--- src/rtl/dbus_uart_tx_if.sv ---
`default_nettype none
// ============================================================================
// dbus_uart_tx_if
// Data-bus signals shared by the core, the data memory and the UART window:
// write strobe, byte address, write data and read data.
// Revision: 1.0
// ============================================================================
interface dbus_uart_tx_if;
  logic        WE;
  logic [31:0] A;
  logic [31:0] WD;
  logic [31:0] RD;

  modport master (output WE, output A, output WD, input RD);
  modport slave  (input WE, input A, input WD, output RD);
endinterface
`default_nettype wire

--- src/rtl/dbus_uart_tx.sv ---
`default_nettype none
// ============================================================================
// dbus_uart_tx
// Memory-mapped 8N1 UART transmitter: a small TX FIFO fed by bus stores and a
// baud-counted shift FSM. Registers: 0 TXDATA, 1 STATUS, 2 CTRL, 3 reserved.
// Revision: 1.0
// ============================================================================
module dbus_uart_tx #(
  parameter logic [31:0] BASE_ADDR    = 32'h0000_0100,
  parameter int          CLKS_PER_BIT = 16,
  parameter int          FIFO_DEPTH   = 4
) (
  input  logic           clk,
  input  logic           reset,
  dbus_uart_tx_if.slave  bus,
  output logic           tx,
  output logic           busy
);

  localparam int AW = $clog2(FIFO_DEPTH);
  localparam int CW = AW + 1;
  localparam int BW = $clog2(CLKS_PER_BIT);
  localparam logic [BW-1:0] BAUD_LAST  = BW'(CLKS_PER_BIT - 1);
  localparam logic [CW-1:0] COUNT_FULL = CW'(FIFO_DEPTH);

  typedef enum logic [1:0] {
    IDLE  = 2'd0,
    START = 2'd1,
    DATA  = 2'd2,
    STOP  = 2'd3
  } state_t;

  state_t          state;
  logic [BW-1:0]   baud;
  logic [2:0]      bit_idx;
  logic [7:0]      shreg;

  logic [7:0]      mem [FIFO_DEPTH];
  logic [AW-1:0]   wr_ptr;
  logic [AW-1:0]   rd_ptr;
  logic [CW-1:0]   count;
  logic            overflow;
  logic            enable;

  logic            hit;
  logic [1:0]      sel;
  logic            wr_txdata;
  logic            wr_status;
  logic            wr_ctrl;
  logic            full;
  logic            empty;
  logic            pop;
  logic            push;
  logic            ovf_set;
  logic            baud_last;
  logic [3:0]      count4;

  // Upper write-data bits and the byte offset carry no meaning here.
  logic            unused_bits;
  assign unused_bits = ^{bus.WD[31:8], bus.A[1:0]};

  assign hit       = (bus.A[31:4] == BASE_ADDR[31:4]);
  assign sel       = bus.A[3:2];
  assign wr_txdata = bus.WE && hit && (sel == 2'd0);
  assign wr_status = bus.WE && hit && (sel == 2'd1);
  assign wr_ctrl   = bus.WE && hit && (sel == 2'd2);

  assign full      = (count == COUNT_FULL);
  assign empty     = (count == '0);
  assign pop       = (state == IDLE) && enable && !empty;
  // A pop on the same edge frees a slot, so a push on a full FIFO still lands.
  assign push      = wr_txdata && (!full || pop);
  assign ovf_set   = wr_txdata && full && !pop;
  assign baud_last = (baud == BAUD_LAST);
  assign count4    = 4'(count);

  assign busy      = (state != IDLE) || !empty;

  // FIFO storage; no reset needed since entries are only read when counted.
  always_ff @(posedge clk) begin
    if (push) mem[wr_ptr] <= bus.WD[7:0];
  end

  // FIFO pointers, occupancy, sticky overflow and the enable bit.
  always_ff @(posedge clk or negedge reset) begin
    if (!reset) begin
      wr_ptr   <= '0;
      rd_ptr   <= '0;
      count    <= '0;
      overflow <= 1'b0;
      enable   <= 1'b0;
    end else begin
      if (push) wr_ptr <= wr_ptr + 1'b1;
      if (pop)  rd_ptr <= rd_ptr + 1'b1;
      case ({push, pop})
        2'b10:   count <= count + 1'b1;
        2'b01:   count <= count - 1'b1;
        default: count <= count;
      endcase
      // An overflowing push beats a simultaneous write-1-to-clear.
      if (ovf_set)
        overflow <= 1'b1;
      else if (wr_status && bus.WD[3])
        overflow <= 1'b0;
      if (wr_ctrl) enable <= bus.WD[0];
    end
  end

  // Frame FSM; tx is registered from the current state, one cycle behind it.
  always_ff @(posedge clk or negedge reset) begin
    if (!reset) begin
      state   <= IDLE;
      baud    <= '0;
      bit_idx <= '0;
      shreg   <= '0;
      tx      <= 1'b1;
    end else begin
      case (state)
        IDLE: begin
          tx <= 1'b1;
          if (pop) begin
            shreg <= mem[rd_ptr];
            baud  <= '0;
            state <= START;
          end
        end
        START: begin
          tx <= 1'b0;
          if (baud_last) begin
            baud    <= '0;
            bit_idx <= '0;
            state   <= DATA;
          end else begin
            baud <= baud + 1'b1;
          end
        end
        DATA: begin
          tx <= shreg[bit_idx];
          if (baud_last) begin
            baud <= '0;
            if (bit_idx == 3'd7) begin
              bit_idx <= '0;
              state   <= STOP;
            end else begin
              bit_idx <= bit_idx + 1'b1;
            end
          end else begin
            baud <= baud + 1'b1;
          end
        end
        STOP: begin
          tx <= 1'b1;
          if (baud_last) begin
            baud  <= '0;
            state <= IDLE;
          end else begin
            baud <= baud + 1'b1;
          end
        end
        default: begin
          tx    <= 1'b1;
          baud  <= '0;
          state <= IDLE;
        end
      endcase
    end
  end

  // Combinational read mux; zero outside the window and for TXDATA/reserved.
  always_comb begin
    bus.RD = 32'h0;
    if (hit) begin
      case (sel)
        2'd1:    bus.RD = {24'h0, count4, overflow, empty, full, (state != IDLE)};
        2'd2:    bus.RD = {31'h0, enable};
        default: bus.RD = 32'h0;
      endcase
    end
  end

endmodule
`default_nettype wire

--- src/flat_wrapper.sv ---
// flat-port wrapper written by rule: the top's interface ports become plain ports
module dbus_uart_tx_flat 
#(
  parameter logic [31:0] BASE_ADDR    = 32'h0000_0100,
  parameter int          CLKS_PER_BIT = 16,
  parameter int          FIFO_DEPTH   = 4
)
  (clk, reset, tx, busy, bus_WE, bus_A, bus_WD, bus_RD);
  dbus_uart_tx_if bus_i ();
  input  logic clk;
  input  logic reset;
  output logic tx;
  output logic busy;
  input wire logic [$bits(bus_i.WE)-1:0] bus_WE;
  input wire logic [$bits(bus_i.A)-1:0] bus_A;
  input wire logic [$bits(bus_i.WD)-1:0] bus_WD;
  output wire logic [$bits(bus_i.RD)-1:0] bus_RD;
  assign bus_i.WE = bus_WE;
  assign bus_i.A = bus_A;
  assign bus_i.WD = bus_WD;
  assign bus_RD = bus_i.RD;
  dbus_uart_tx #(.BASE_ADDR(BASE_ADDR), .CLKS_PER_BIT(CLKS_PER_BIT), .FIFO_DEPTH(FIFO_DEPTH)) u_core (.clk(clk), .reset(reset), .bus(bus_i), .tx(tx), .busy(busy));
endmodule
--- config.mk ---
export PLATFORM = sky130hd
export DESIGN_NAME = dbus_uart_tx_flat
export DESIGN_NICKNAME = d
export VERILOG_FILES = /design/src/rtl/dbus_uart_tx_if.sv /design/src/rtl/dbus_uart_tx.sv /design/src/flat_wrapper.sv
export SDC_FILE = /design/constraint.sdc
export NUM_CORES = 1
export LEC_CHECK = 0
export BUFFER_PORTS_ARGS = -buffer_cell sky130_fd_sc_hd__buf_2
export CAP_MARGIN = 20
export CORE_AREA = 10 10 86 88
export CTS_CLUSTER_SIZE = 28
export DETAILED_ROUTE_END_ITERATION = 6
export DIE_AREA = 0 0 96 98
export PLACE_DENSITY_LB_ADDON = 0.25
export REMOVE_ABC_BUFFERS = 1
export SLEW_MARGIN = 0
export SYNTH_ARGS = -nofsm -noshare
export SYNTH_HDL_FRONTEND = slang
export SYNTH_SLANG_ARGS = --single-unit
--- constraint.sdc ---
create_clock -name clk -period 4.5 [get_ports clk]
set_clock_uncertainty 0.1 [all_clocks]
set_input_delay 0.45 -clock clk [delete_from_list [all_inputs] [get_ports clk]]
set_output_delay 0.45 -clock clk [all_outputs]
set_load 0.03 [all_outputs]
# Word level (Yosys, flattened, before mapping)
# Memory sizes are Yosys's and may differ from the RTL's. A register that Yosys moved wholly into a read port is not among the register bits.
# Cells that the tools add are included.
# word_totals
register_bits	19
ram_bits	32
in_bits	67
out_inout_bits	34
wordCells	84
memories	1
# memory_table
name	depth	word_bits	read_ports	rd_clocked_by_memory_dff	write_ports	line_no	source
u_core.mem	4	8	1	1	1	dbus_uart_tx.sv:38	logic [7:0] mem [FIFO_DEPTH];
# classes
add_sub_neg	6
magnitude_cmp	1
n_eq_ne	16
mux	23
n_reduce_logical	28
# ops
cell	n
$mux W32	1
$eq A28 B5 Y1 const B	1
$pmux W7 S2	1
$pmux W3 S2	2
$logic_and A1 B1 Y1	10
$mux W2	5
$ne A2 B1 Y1 const B	5
$mux W3	3
$eq A2 B2 Y1 const B	4
$mux W4	2
$pmux W2 S4	1
$pmux W4 S2	1
$reduce_bool A2 Y1	4
$add A3 B1 Y3 const B	2
$eq A2 B1 Y1 const B	3
$eq A3 B3 Y1 const B	2
$mux W1	5
$reduce_and A5 Y1	1
$add A2 B1 Y2 const B	2
$add A4 B1 Y4 const B	1
$eq A4 B4 Y1 const B	1
$logic_not A1 Y1	4
$logic_not A2 Y1	2
$lt A3 B4 Y1 const B	1
other kinds (9)	10

# Logic depth before layout (Yosys ltp)
# Gate-level depths: netlist (run 1).
# logic_depth
ltp_word	7
depth_mapped	11
mapped_depth_nobuf	11

# Worst setup path before layout (run 1)
# No wires, ideal clock.
# synth_timing
path_type	input -> output
start	in bus_A[14]
end	out bus_RD[1]
arrival_time_ns	1.941
required_ns	3.950
slack_ns	2.009
path_stages	5
path_buffers	0
path_cell_list	nor4_1 > nand4_1 > nor3_2 > nand2_1 > nor2_1
# synth_via
elab_chain_cells	2
# synth_lines
element	line_no	source
start, declared	flat_wrapper.sv:15	input wire logic [$bits(bus_i.A)-1:0] bus_A;
$eq A28 B5 Y1	dbus_uart_tx.sv:62	assign hit = (bus.A[31:4] == BASE_ADDR[31:4]);
$mux W32	dbus_uart_tx.sv:172	if (hit) begin
end, declared	flat_wrapper.sv:17	output wire logic [$bits(bus_i.RD)-1:0] bus_RD;
# No other way between the ends.

# Final worst setup path (run 1)
# layout_timing
start	in bus_A[5]
end	out bus_RD[2]
# Same word-level chain as after synthesis.

==> results of run 1 <==
-- cell type report --
class	count	area [um2]	share of cell area (%)
Clock buffer	11	131.4	3.817
Clock inverter	5	77.57	2.254
Inverter	8	30.03	0.8724
Multi-Input combinational cell	149	1219	35.41
Sequential cell	59	1638	47.58
Tap cell	75	93.84	2.726
Timing Repair Buffer	50	252.7	7.343
-- path summary, 6_finish.rpt --
| kind | start | endpoint | slack (ps) |
|---|---|---|---|
| setup / recovery | bus_A[5] | bus_RD[2] | 1800 |
| hold / removal | reset | u_core.state[0]$_DFFE_PN0P_ | 30 |
| setup reg to reg | u_core.state[1]$_DFFE_PN0P_ | u_core.mem[2][7]$_DFFE_PP_ | 2180 |
| hold reg to reg | u_core.baud[3]$_DFFE_PN0N_ | u_core.baud[3]$_DFFE_PN0N_ | 380 |
| max in group asynchronous | reset | u_core.count[1]$_DFFE_PN0P_ | 3850 |
| min in group clk | bus_WD[4] | u_core.mem[2][4]$_DFFE_PP_ | 230 |
-- cell families (layout without fill, tap and decap cells) --
| family | count (synthesis) | count (layout) | share of synthesized area [%] |
|---|---|---|---|
| and+or+nand+nor | 58 | 58 | 11.93 |
| adders and majority gates | 17 | 17 | 7.342 |
| AOI/OAI and AO/OA | 22 | 22 | 4.798 |
| xor gates and xnor gates | 5 | 5 | 1.460 |
| buffers and inverters | 37 | 74 | 7.760 |
| other | 1 | 25 | 0.1250 |
| muxes | 22 | 22 | 11.97 |
| DFF | 59 | 59 | 54.61 |
-- cells in the final DEF (no fill, tap or decap), types with 2 or more instances in the layout --
cell type,netlist,routed
buf_2,0,49
edfxtp_1,32,32
a21oi_1,2,2
and3_1,7,7
bufinv_16,0,2
nand2_1,16,16
ha_1,16,16
xor2_1,2,2
o21ai_0,11,11
mux2_2,10,10
nor2_1,7,7
dfrtp_1,26,26
clkbuf_8,0,9
and2_1,5,5
clkbuf_1,3,2
nand4_1,2,2
a21o_1,3,3
nor4_1,6,6
xnor2_1,3,3
nand3_1,3,3
inv_1,8,8
conb_1,1,25
mux4_2,10,10
-- flip-flops by register name, summed over array words and instances (netlist names), 2 cells and up --
signal and flops:
u_core.state 2, u_core.count 3, u_core.mem 32, u_core.bit_idx 3, u_core.shreg 8, u_core.wr_ptr 2
u_core.rd_ptr 2, u_core.baud 4
-- metal layers --
metal	part of all wire (%)	wire length, um	GRT usage (%)	vias to the layer above
met5	0	0	0	-
met3	7.7	412	4.900	6
li1	-	-	-	870
met4	1.3	68	4.427	0
met2	50	2651	19.42	53
met1	41	2205	14.77	865
-- worst max-delay path, delay by kind of cell --
kind                   cells  cell delay (ps)
and+or+nand+nor            4             1410
buffers and inverters      2              280
-- report_power, final --
group / internal, mW / switching (mW) / leakage [nW] / total [mW]
registers: 0.571 / 0.000272 / 0.635 / 0.571
logic: 0.0162 / 0.0472 / 0.774 / 0.0633
clock network: 0.310 / 0.198 / 0.105 / 0.508
total: 0.897 / 0.246 / 1.51 / 1.14
==> impl_metrics.toml, run 1 <==
[synthesis]
ys_top_cells_by_count = "32 x edfxtp_1, 26 x dfrtp_1, 25 x buf_4, 16 x ha_1, 16 x nand2_1"
synthMostInstantiatedCell = "edfxtp_1"
synth_top_area_share_pct = 32.04
async_flop_share_pct = 45.76
synth.distinct_cells = 44
synth-edff-count = 32
yosysSeqAreaShare_pct = 54.61
yosys_warnings = 0
synth_area_leaders = "edfxtp_1 32%, dfrtp_1 22%, mux4_2 7.5%, ha_1 6.7%, buf_4 6.3%"
synth_ff_type = "edfxtp_1"
netlist_area_um2 = 2999
ys_seq_elements = 59
synth_top_area_cell = "edfxtp_1"
synthCells = 221
syn_avg_cell_area_um2 = 13.57

[timing]
post-route-period-util_pct = 59.93
drv_slew = 0
tns_ps = 0
setup_ws_ps = 1803
final-hold-violation-count = 0
holdWs_ps = 28.41
worstMarginPinSlew_ps = 628.5
finalSetupViolCount = 0
timing.fmax_mhz = 370.8
fin_crit_ps = 2697
relSlewSlack_pct = 58.10
rsz0062_at_grt = "false"

[drt]
wl_um = 5337
ant_nets = 0
via_per_inst = 5.025
vias = 1794
first_pass_iters = 4
wl_per_cell_um = 14.95
drt_first_iter_violations = 79
drc_errors = 0

[cells_and_area]
syn_to_final_growth_pct = 14.77
drive_gt1_share_pct = 32.27
post-route-util_pct = 59.91
fill_cells = 472
final_cells = 357
fin_area_um2 = 3442
final_nets = 361
antennaDiodeCount = 0

[placement]
place_inst = 341
dp_hpwl_um = 4047
placed_area_um2 = 3233
pre_cts_slack_ps = 1778
port_buffers = 49
place.gp.congestion = 0.7177

[power]
leakagePower_nw = 1.514
p_per_area_nw_per_um2 = 332.1
ir_drop_v = 0.0002242
finalPower_mw = 1.143

[setup_path]
crit_type = "primary input to output pin"
crit_fanout = 10
cpMaxStageDelayCell = "nor3_2"
cp_slowest_stage_delay_ps = 560
cp_data_required_time_ps = 3950
rr_worst_depth = 5
cp.arrival_ps = 2150
cp-end-kind = "output pin"
worst_setup_path_start_kind = "primary input"
crit_chain = "buf_2, nor4_1, nand4_1, nor3_2, and3_1, buf_2"
cp_common_cell = "buf_2"

[die]
die_h_um = 98
core_area_um2 = 5746
ios = 101
initial_core_util_pct = 52.20
die_x_um = 96
rows = 28
die_area_um2 = 9408

[grt]
grt_pass1_vias = 1912
track_usage_pct = 12.32
grt_pass1_wl_um = 9121
grt_max_degree = 28
overflow = 0
antenna_found_initial = 0

[clock_tree]
cts.sinks = 59
tritoncts = "built"
cts_setup_buffers = 0
cts_resized = 0
htreeDepth = 3
clk_pin_slew_ps = 70
numCtsBuffers = 9
clk_latency_ps = 330
clockBufferDepth = 2
cts-root-buf = "clkbuf_8"
holdBufCountCts = 0

[worst_hold_path]
hold_class = "primary input to async pin"

[run]
drv_cap = 0

[run_status]
run_status = "finished clean"
Note: power is estimated with default switching activity, not from simulation.
==> inputs of run 2 (changes only) <==
- CORE_AREA: 10 10 86 88 -> 10 10 89 91
- DIE_AREA: 0 0 96 98 -> 0 0 99 101
- clock period: 4.5 -> 2.5 ns (I/O delays scaled with it)
==> impl_metrics.toml, run 2 (same netlist as run 1, synthesis figures left out) <==
[run_status]
run_status = "finished clean"

[clock_tree]
htreeDepth = 3
cts.sinks = 59
numCtsBuffers = 9
clk_latency_ps = 340
tritoncts = "built"
clockBufferDepth = 2
clk_pin_slew_ps = 70
cts-root-buf = "clkbuf_8"

[cells_and_area]
largest_register_ff_count = 32
final_nets = 369
regMostFlops = "u_core.mem"
final_common_cell = "buf_2"
antennaDiodeCount = 0
reg_top3 = "u_core.mem x32, u_core.shreg x8, u_core.baud x4"
final_cell_mix = "49 x buf_2, 32 x edfxtp_1, 26 x dfrtp_1"
drive_gt1_share_pct = 34.14
syn_to_final_growth_pct = 18.86

[timing]
rsz0062_at_grt = "false"
drv_slew = 0
timing.fmax_mhz = 439.1
final-hold-violation-count = 0
fin_crit_ps = 2278
relSlewSlack_pct = 59.12
setup_ws_ps = 222.4
worstMarginPinSlew_ps = 613.2
tns_ps = 0
finalSetupViolCount = 0
post-route-period-util_pct = 91.11

[drt]
first_pass_iters = 4
via_per_inst = 5.027
drc_errors = 0
wl_um = 5347
vias = 1845
ant_nets = 0
drt_first_iter_violations = 61
wl_per_cell_um = 14.57

[setup_path]
cp_data_required_time_ps = 2610
r2r_slack_ps = 220
cp_slowest_stage_delay_ps = 550
cp_top_family = "compound AO/OA/AOI/OAI gates"
cp_common_cell = "nor2_1"
worst_setup_path_start_kind = "register"
cp.arrival_ps = 2390
crit_chain = "o311ai_2, nor2_1, fa_1, nor2_1, o31a_1, a31oi_1, xnor2_1"
cp-end-kind = "register"
crit_fanout = 7
crit_type = "register to register"
worst-path-buf-inv = 0
cpMaxStageDelayCell = "o311ai_2"

[placement]
port_buffers = 49
place.gp.congestion = 0.7300
pre_cts_slack_ps = -41.60
dp_hpwl_um = 4151

[grt]
antenna_found_initial = 0
grt_max_degree = 28
track_usage_pct = 11.21
grt_pass1_vias = 1949
overflow = 0
grt_pass1_wl_um = 9032

[die]
die_area_um2 = 9999
die_x_um = 99
initial_core_util_pct = 48.34
ios = 101
die_h_um = 101
rows = 29
core_area_um2 = 6205

[run]
drv_cap = 0

[power]
clkPwrFrac_pct = 44.3
switching_share_pct = 21.20
leakagePower_nw = 1.584
p_switching_mw = 0.4352
ir_drop_v = 0.0004001
p_comb_share_pct = 5.6
p_per_area_nw_per_um2 = 575.9
power.internal_mw = 1.618
power_frac_seq_pct = 50.1

[worst_hold_path]
hold_class = "primary input to register"
==> run 2: area by class of cell <==
type | count | area (um2)
Fill cell | 527 | 2640
Sequential cell | 59 | 1638
Multi-Input combinational cell | 149 | 1225
Timing Repair Buffer | 58 | 365.4
Clock buffer | 11 | 131.4
Tap cell | 77 | 96.34
Clock inverter | 5 | 78.83
Inverter | 8 | 30.03
==> run 2: repair_timing <==
item | 4_1_cts | 5_1_grt
endpoints found under the hold margin | 26 | 0
setup endpoints to repair | 0 | 7
resized for setup | 0 | 1
setup buffers | 0 | 0
hold buffers | 1 | 0
==> run 2: path summary, 6_finish.rpt <==
kind / startpoint / end / cells past startpoint
max: u_core.count[0]$_DFFE_PN0P_ / u_core.count[2]$_DFFE_PN0P_ / 7
min: bus_WD[4] / u_core.mem[3][4]$_DFFE_PP_ / 1
max reg2reg: u_core.count[0]$_DFFE_PN0P_ / u_core.count[2]$_DFFE_PN0P_ / 7
min reg2reg: u_core.baud[3]$_DFFE_PN0N_ / u_core.baud[3]$_DFFE_PN0N_ / 1
max in group asynchronous: reset / u_core.shreg[5]$_DFFE_PN0P_ / 2
min in group asynchronous: reset / u_core.shreg[6]$_DFFE_PN0P_ / 2
==> run 2: stage by stage <==
stage / cells / power [mW] / utilization [%] / hold WS [ps] / area, um2
after floorplan: 216 / 1.111 / - / -145.6 / 2887
after global placement: 350 / 1.158 / 53.80 / 203.4 / 3338
after detailed placement: 350 / 1.160 / 53.80 / 199.8 / 3338
after CTS: 367 / 2.078 / 57.35 / 10.38 / 3558
after global routing: 367 / 2.134 / 57.45 / 14.54 / 3565
final: 367 / 2.053 / 57.45 / 29.22 / 3565
==> run 2: power groups by stage <==
stage | Sequential (mW) | Clock (mW) | Combinational [mW]
global placement | 1.05 | 0 | 0.111
detailed placement | 1.05 | 0 | 0.112
global route | 1.03 | 0.979 | 0.127
CTS | 1.03 | 0.936 | 0.114
floorplan | 1.05 | 0 | 0.0622
finish | 1.03 | 0.910 | 0.114
==> run 2: metal layers <==
metal  GRT usage (%)  part of all wire [%]  up-vias
met5               0                     0        -
met4           4.631                   1.6        0
met3           4.458                   4.6        6
met2           19.04                    53       43
met1           12.20                    41      909
li1                -                     -      887
